$ cat src/rtl/avalon_cmd_master.sv
// avalon_cmd_master: parses framed byte commands (SYNC, ADDR, D0..D3, CSUM)
// from a valid/ready byte stream, checks the XOR checksum and issues one
// Avalon-MM write per good frame.
// Ports:
//   clk, rst_n             - clock, async active-low reset
//   in_data/valid/ready    - 8-bit input byte stream
//   address/write/writedata/waitrequest - Avalon-MM write master
//   frame_cnt/err_cnt      - saturating good-write / error counters
//   busy                   - high whenever a frame is in progress
module avalon_cmd_master #(
    parameter int unsigned TIMEOUT_CYCLES = 1000,
    parameter logic [7:0]  SYNC_BYTE      = 8'hA5
) (
    input  logic        clk,
    input  logic        rst_n,
    input  logic [7:0]  in_data,
    input  logic        in_valid,
    output logic        in_ready,
    output logic [7:0]  address,
    output logic        write,
    output logic [31:0] writedata,
    input  logic        waitrequest,
    output logic [15:0] frame_cnt,
    output logic [15:0] err_cnt,
    output logic        busy
);

    typedef enum logic [2:0] {
        S_HUNT,
        S_ADDR,
        S_DATA,
        S_CSUM,
        S_WRITE
    } state_t;

    localparam int unsigned TW =
        (TIMEOUT_CYCLES > 1) ? $clog2(TIMEOUT_CYCLES) : 1;
    localparam logic [TW-1:0] IDLE_LIM =
        TW'((TIMEOUT_CYCLES == 0) ? 0 : TIMEOUT_CYCLES - 1);

    state_t        state_q, state_d;
    logic [1:0]    idx_q, idx_d;
    logic [TW-1:0] idle_q, idle_d;
    logic [7:0]    csum_q, csum_d;
    logic [7:0]    address_q, address_d;
    logic [31:0]   writedata_q, writedata_d;
    logic          write_q, write_d;
    logic [15:0]   frame_q, frame_d;
    logic [15:0]   err_q, err_d;
    // Keeps in_ready low until the first edge after reset release.
    logic          en_q;

    logic accept;
    logic timed;
    logic tmo;
    logic csum_ok;

    assign accept  = in_valid & in_ready;
    assign timed   = (state_q == S_ADDR) || (state_q == S_DATA) ||
                     (state_q == S_CSUM);
    assign tmo     = (TIMEOUT_CYCLES != 0) && timed && !accept &&
                     (idle_q == IDLE_LIM);
    assign csum_ok = (in_data == csum_q);

    // State register and datapath flops
    always_ff @(posedge clk or negedge rst_n) begin
        if (!rst_n) begin
            state_q     <= S_HUNT;
            idx_q       <= '0;
            idle_q      <= '0;
            csum_q      <= '0;
            address_q   <= '0;
            writedata_q <= '0;
            write_q     <= 1'b0;
            frame_q     <= '0;
            err_q       <= '0;
            en_q        <= 1'b0;
        end else begin
            state_q     <= state_d;
            idx_q       <= idx_d;
            idle_q      <= idle_d;
            csum_q      <= csum_d;
            address_q   <= address_d;
            writedata_q <= writedata_d;
            write_q     <= write_d;
            frame_q     <= frame_d;
            err_q       <= err_d;
            en_q        <= 1'b1;
        end
    end

    // Next-state logic
    always_comb begin
        state_d = state_q;
        unique case (state_q)
            S_HUNT: begin
                if (accept && in_data == SYNC_BYTE) state_d = S_ADDR;
            end
            S_ADDR: begin
                if (accept)   state_d = S_DATA;
                else if (tmo) state_d = S_HUNT;
            end
            S_DATA: begin
                if (accept && idx_q == 2'd3) state_d = S_CSUM;
                else if (tmo)                state_d = S_HUNT;
            end
            S_CSUM: begin
                if (accept)   state_d = csum_ok ? S_WRITE : S_HUNT;
                else if (tmo) state_d = S_HUNT;
            end
            S_WRITE: begin
                if (!waitrequest) state_d = S_HUNT;
            end
            default: state_d = S_HUNT;
        endcase
    end

    // Datapath and counters
    always_comb begin
        idx_d       = idx_q;
        csum_d      = csum_q;
        address_d   = address_q;
        writedata_d = writedata_q;
        frame_d     = frame_q;
        err_d       = err_q;
        write_d     = (state_d == S_WRITE);
        // Idle count restarts on any accepted byte, timeout or state exit.
        idle_d      = (timed && !accept && !tmo) ? idle_q + 1'b1 : '0;

        if (accept && state_q == S_ADDR) begin
            address_d = in_data;
            csum_d    = in_data;
            idx_d     = 2'd0;
        end
        if (accept && state_q == S_DATA) begin
            writedata_d[idx_q*8 +: 8] = in_data;
            csum_d = csum_q ^ in_data;
            idx_d  = idx_q + 2'd1;
        end
        if (state_q == S_WRITE && !waitrequest && frame_q != 16'hFFFF)
            frame_d = frame_q + 16'd1;
        // An accepted byte suppresses tmo, so at most one increment.
        if (((state_q == S_CSUM && accept && !csum_ok) || tmo) &&
            err_q != 16'hFFFF)
            err_d = err_q + 16'd1;
    end

    // Output decode
    always_comb begin
        in_ready = en_q && (state_q != S_WRITE);
        busy     = (state_q != S_HUNT);
    end

    assign address   = address_q;
    assign writedata = writedata_q;
    assign write     = write_q;
    assign frame_cnt = frame_q;
    assign err_cnt   = err_q;

endmodule
$ cat config.mk
export PLATFORM = sky130hd
export DESIGN_NAME = avalon_cmd_master
export DESIGN_NICKNAME = d
export VERILOG_FILES = /design/src/rtl/avalon_cmd_master.sv
export SDC_FILE = /design/constraint.sdc
export NUM_CORES = 1
export LEC_CHECK = 0
export ABC_CLOCK_PERIOD_IN_PS = 2300
export CAP_MARGIN = 5
export CORE_ASPECT_RATIO = 1.5
export CORE_MARGIN = 8
export CORE_UTILIZATION = 52
export CTS_CLUSTER_SIZE = 40
export DETAILED_ROUTE_END_ITERATION = 12
export PLACE_DENSITY = 0.77
export SLEW_MARGIN = 20
export SYNTH_ARGS = -nofsm -noshare
export SYNTH_HDL_FRONTEND = slang
export SYNTH_SLANG_ARGS = --single-unit
$ cat constraint.sdc
create_clock -name clk -period 2.3 [get_ports clk]
set_input_delay 0.46 -clock clk [delete_from_list [all_inputs] [get_ports clk]]
set_output_delay 0.46 -clock clk [all_outputs]
set_load 0.1 [all_outputs]
# [After elaboration in Yosys (flattened, before gate mapping)]
# Index checks and enable logic that the tools add are counted.
# W data, S select, Z words.
[totals] reg_bits=97 latch_bits=0 ram_bits=0 romBits=0 input_bits=12 output_inout_bits=75 wordCells=68 memories=0
[classes] add_sub_neg=5 multipliers=0 n_div=0 n_lt_le_gt_ge=0 n_eq_ne=12 shifts=2 n_mux=14 n_bitwise=2 n_reduce_logical=23
[ops] cell="$neg A5 Y34" n=1
[ops] cell="$shift A8 B34 Y32 const A" n=1
[ops] cell="$shiftx A8 B34 Y32" n=1
[ops] cell="$add A16 B1 Y16 const B" n=2
[ops] cell="$bwmux W32" n=1
[ops] cell="$ne A16 B16 Y1 const B" n=2
[ops] cell="$mux W3" n=7
[ops] cell="$mux W8" n=2
[ops] cell="$pmux W3 S5" n=1
[ops] cell="$logic_and A1 B1 Y1" n=13
[ops] cell="$add A10 B1 Y10 const B" n=1
[ops] cell="$eq A10 B10 Y1 const B" n=1
[ops] cell="$mux W10" n=1
[ops] cell="$eq A8 B8 Y1" n=1
[ops] cell="$eq A8 B8 Y1 const B" n=1
[ops] cell="$xor A8 B8 Y8" n=1
[ops] cell="$eq A3 B2 Y1 const B" n=2
[ops] cell="$eq A3 B3 Y1 const B" n=2
[ops] cell="$logic_not A1 Y1" n=4
[ops] cell="$mux W2" n=2
[ops] cell="$eq A3 B1 Y1 const B" n=1
[ops] cell="$logic_not A3 Y1" n=1
[ops] cell="$logic_or A1 B1 Y1" n=3
[ops] cell="$ne A3 B3 Y1 const B" n=1
[ops] cell="other kinds (5)" n=5

# [Depth between registers and ports, before layout]
[depth] word_depth=10 mapped_depth=7

# [Worst setup path after synthesis]
# OpenSTA, ideal clock, no wires.
[synth_timing] path_kind="reg2out" startpoint="register state_q[1]" endpoint="output in_ready" arrival_time_ns=2.889 t_required_ns=1.840 slack_ns=-1.049 stages_incl_launch_ff=4 cell_sequence="dfrtp_1 -> clkbuf_1 -> nor2_1 -> a21boi_0"
[synth_via] elab_chain_len=2
[synth_rtl] item="start: declaration" line="41" text="state_t state_q, state_d;"
[synth_rtl] item="start signal: assignment" line="79" text="state_q <= state_d;"
[synth_rtl] item="$ne A3 B3 Y1" line="150" text="in_ready = en_q && (state_q != S_WRITE);"
[synth_rtl] item="$logic_and A1 B1 Y1" line="150"
[synth_rtl] item="end: declaration" line="18" text="output logic in_ready,"
# No other way between the ends.

# [Worst setup path after layout]
[layout_timing] startpoint="input in_data[3]" endpoint="register err_q[8], in the netlist err_cnt[8]"
[layout_via] elab_chain_len=5
[layout_rtl] item="start: declaration" line="16" text="input logic [7:0] in_data,"
[layout_rtl] item="$eq A8 B8 Y1" line="63" text="assign csum_ok = (in_data == csum_q);"
[layout_rtl] item="$logic_not A1 Y1" line="143" text="if (((state_q == S_CSUM && accept && !csum_ok) || tmo) &&"
[layout_rtl] item="$logic_and A1 B1 Y1" line="143"
[layout_rtl] item="$logic_or A1 B1 Y1" line="143"
[layout_rtl] item="$logic_and A1 B1 Y1" line="143"
[layout_rtl] item="end signal: assignment" line="87" text="err_q <= err_d;"
[layout_rtl] item="end: declaration" line="49" text="logic [15:0] err_q, err_d;"
# No other way between the ends.
# A chain may end at the register's enable or synchronous reset.

==> impl_metrics.tcl <==
set metrics [dict create \
    drc 0 \
    fill_cells 684 \
    drive_gt1_share_pct 30.43 \
    async_reset_ff_share_pct 100.0 \
    synth_cell_types 47 \
    initial_core_util_pct 52.54 \
    synth.most_common_cell "dfrtp_1" \
    routed_via_density 5.444 \
    syn_area_sq_um 4556 \
    clkTransAtPathRegs_ps 70 \
    htreeDepth 3 \
    first_iter_violations 155 \
    fin_area_sq_um 5939 \
    cts.sinks 97 \
    cts_made_buffers 9 \
    grt_max_degree 53 \
    tightest_slew_ps 491.5 \
    dr.pass1.iters 4 \
    synthTopCellsByArea "dfrtp_1 53%, nand2_1 7.8%, xor2_1 4.8%" \
    synth_cells 456 \
    grt_pass1_wl_um 19020 \
    hpwlAfterDp_um 8534 \
    dieArea_sq_um 12070 \
    grt_antenna_before_repair 0 \
    crit_path_end_kind "flip-flop" \
    clk_path_buf_depth 2 \
    fin_crit_ps 2178 \
    grt_use_total_pct 19.93 \
    core_area_sq_um 8671 \
    finalHoldViolations 0 \
    cp-start-kind "input pin" \
    slew_headroom_pct 66.93 \
    wirelength_um 11400 \
    io_pins 87 \
    skew_ps 6.410 \
    clock_latency_ps 350 \
    status "complete, no violations" \
    syn_nets 476 \
    placed_area_sq_um 5667 \
    maxSlewViolCount 0 \
    cts_resized 0 \
    row_count 42 \
    cp_max_fo 6 \
    cp.required_ps 2550 \
    die_height_um 130.6 \
    netlist.area_leader.share_pct 53.28 \
    ys_warn_count 0 \
    io_buffers 86 \
    nets 590 \
    wire_per_inst_um 16.64 \
    antenna_cells 0 \
    hp-class "input pin to async pin" \
    power_density_nw_per_um2 634.8 \
    yosys.area.top_type "dfrtp_1" \
    r2r_setup_slack_ps 190 \
    postCtsHoldBufs 0 \
    antenna_left 0 \
    max_cap_violations 0 \
    ys_seq_area_share_pct 53.28 \
    crit_arrival_ps 2430 \
    die_w_um 92.43 \
    gp_congestion 0.8231 \
    grt_overflow 0 \
    fin_ws_ps 122.4 \
    rsz0062_at_grt "no" \
    pre_cts_ws_ps -177.6 \
    fin_hold_ws_ps 29.62 \
    fmax_ghz 0.4592 \
    area_growth_pct 30.38 \
    post_cts_buffers 0 \
    synthTopCellsByCount "97 x dfrtp_1, 95 x nand2_1, 25 x o21ai_1, 25 x xor2_1" \
    root_buffer "clkbuf_16" \
    synth_ff_type "dfrtp_1" \
    power.leakage_nw 2.713 \
    period_share_pct 94.68 \
    synth_edf_count 0 \
    grt_pass1_vias 3956 \
    synth_seq_cells 97 \
    avgSynthCellArea_sq_um 9.990 \
    peakVddDrop_v 0.0004875 \
    setup_viol_count_final 0 \
    crit_type "input pin to flip-flop" \
    cts_tree "yes" \
    vias 3729 \
]
[worst max-delay path: stages]
cell and delay, ps:
clkdlybuf4s50_1 470, xor2_1 190, nor4_1 480, a21oi_1 220, buf_4 210, o2111ai_1 220
xnor2_1 170
[cell families (layout without fill, tap and decap cells)]
family / count (synthesis) / after routing / synth area share, %
AO/OA/AOI/OAI: 78 / 78 / 10.30
XOR/XNOR: 44 / 44 / 8.459
adder cells (fa/ha/maj): 8 / 8 / 2.197
buffers and inverters: 23 / 142 / 2.307
flip-flops: 97 / 97 / 53.28
multiplexers: 19 / 19 / 4.449
other: 1 / 1 / 0.08232
AND/OR/NAND/NOR: 186 / 186 / 18.92
[power by group]
part / internal, mW / switching, mW
logic: 0.169 / 0.433
clock network: 0.730 / 0.653
registers: 1.75 / 0.0380
total: 2.65 / 1.12
[per-layer routing]
metal	track usage [%]	share of wire (%)
met3	3.659	4.7
met4	12.67	3.0
met5	0	0
met1	21.35	37
met2	35.43	55
[cell type report]
type                       count  area (sq um)  area share [%]
sequential                    97          2476           41.69
multi-input combinational    336          2043           34.40
timing repair buffer         123         998.5           16.81
clock buffer                   9         225.2           3.792
tap                          110         137.6           2.317
clock inverter                 7         47.55          0.8005
inverter                       3         11.26          0.1896
[worst paths after layout]
| kind | from | to | cells after the start |
|---|---|---|---|
| worst max-delay path | in_data[3] | err_cnt[8]$_DFFE_PN0P_ | 7 |
| max in group asynchronous | rst_n | frame_cnt[3]$_DFFE_PN0P_ | 2 |
| min in group clk | err_cnt[6]$_DFFE_PN0P_ | err_cnt[6]$_DFFE_PN0P_ | 1 |
| worst min register to register | err_cnt[6]$_DFFE_PN0P_ | err_cnt[6]$_DFFE_PN0P_ | 1 |
| worst min-delay path | rst_n | err_cnt[14]$_DFFE_PN0P_ | 1 |
| worst max register to register | idle_q[0]$_DFF_PN0_ | err_cnt[3]$_DFFE_PN0P_ | 7 |
[registers in the layout (all words and copies together), names as in the netlist]
name / cells
writedata: 32
err_cnt: 16
frame_cnt: 16
idle_q: 10
address: 8
csum_q: 8
state_q: 3
idx_q: 2
en_q: 1
write: 1
[layout by cell type, fill, tap and decap left out, types with 5 or more instances in the layout]
master             n
buf_4            109
nand4_1            9
o21ai_1           25
nand3_1           17
a211oi_2           5
a21oi_1           24
clkdlybuf4s50_1   10
o21ai_0           11
nor2_1            24
dfrtp_4            7
and3_1             7
mux2i_1            9
xor2_1            25
dfrtp_1           72
ha_1               7
nand2_1           95
mux2_2             8
clkbuf_16          9
nor3_1             7
dfrtp_2           18
xnor2_1           19
[stage by stage]
stage,instances,utilization [%],power [mW],setup TNS (ps)
2_1_floorplan,456,-,2.209,0
3_3_place_gp,669,65.35,2.412,-1964
3_5_place_dp,669,65.35,2.423,-2677
4_1_cts,685,68.50,3.803,0
5_1_grt,685,68.50,3.908,0
6_report,685,68.50,3.770,0
Note: power is estimated with default switching activity, not from simulation.
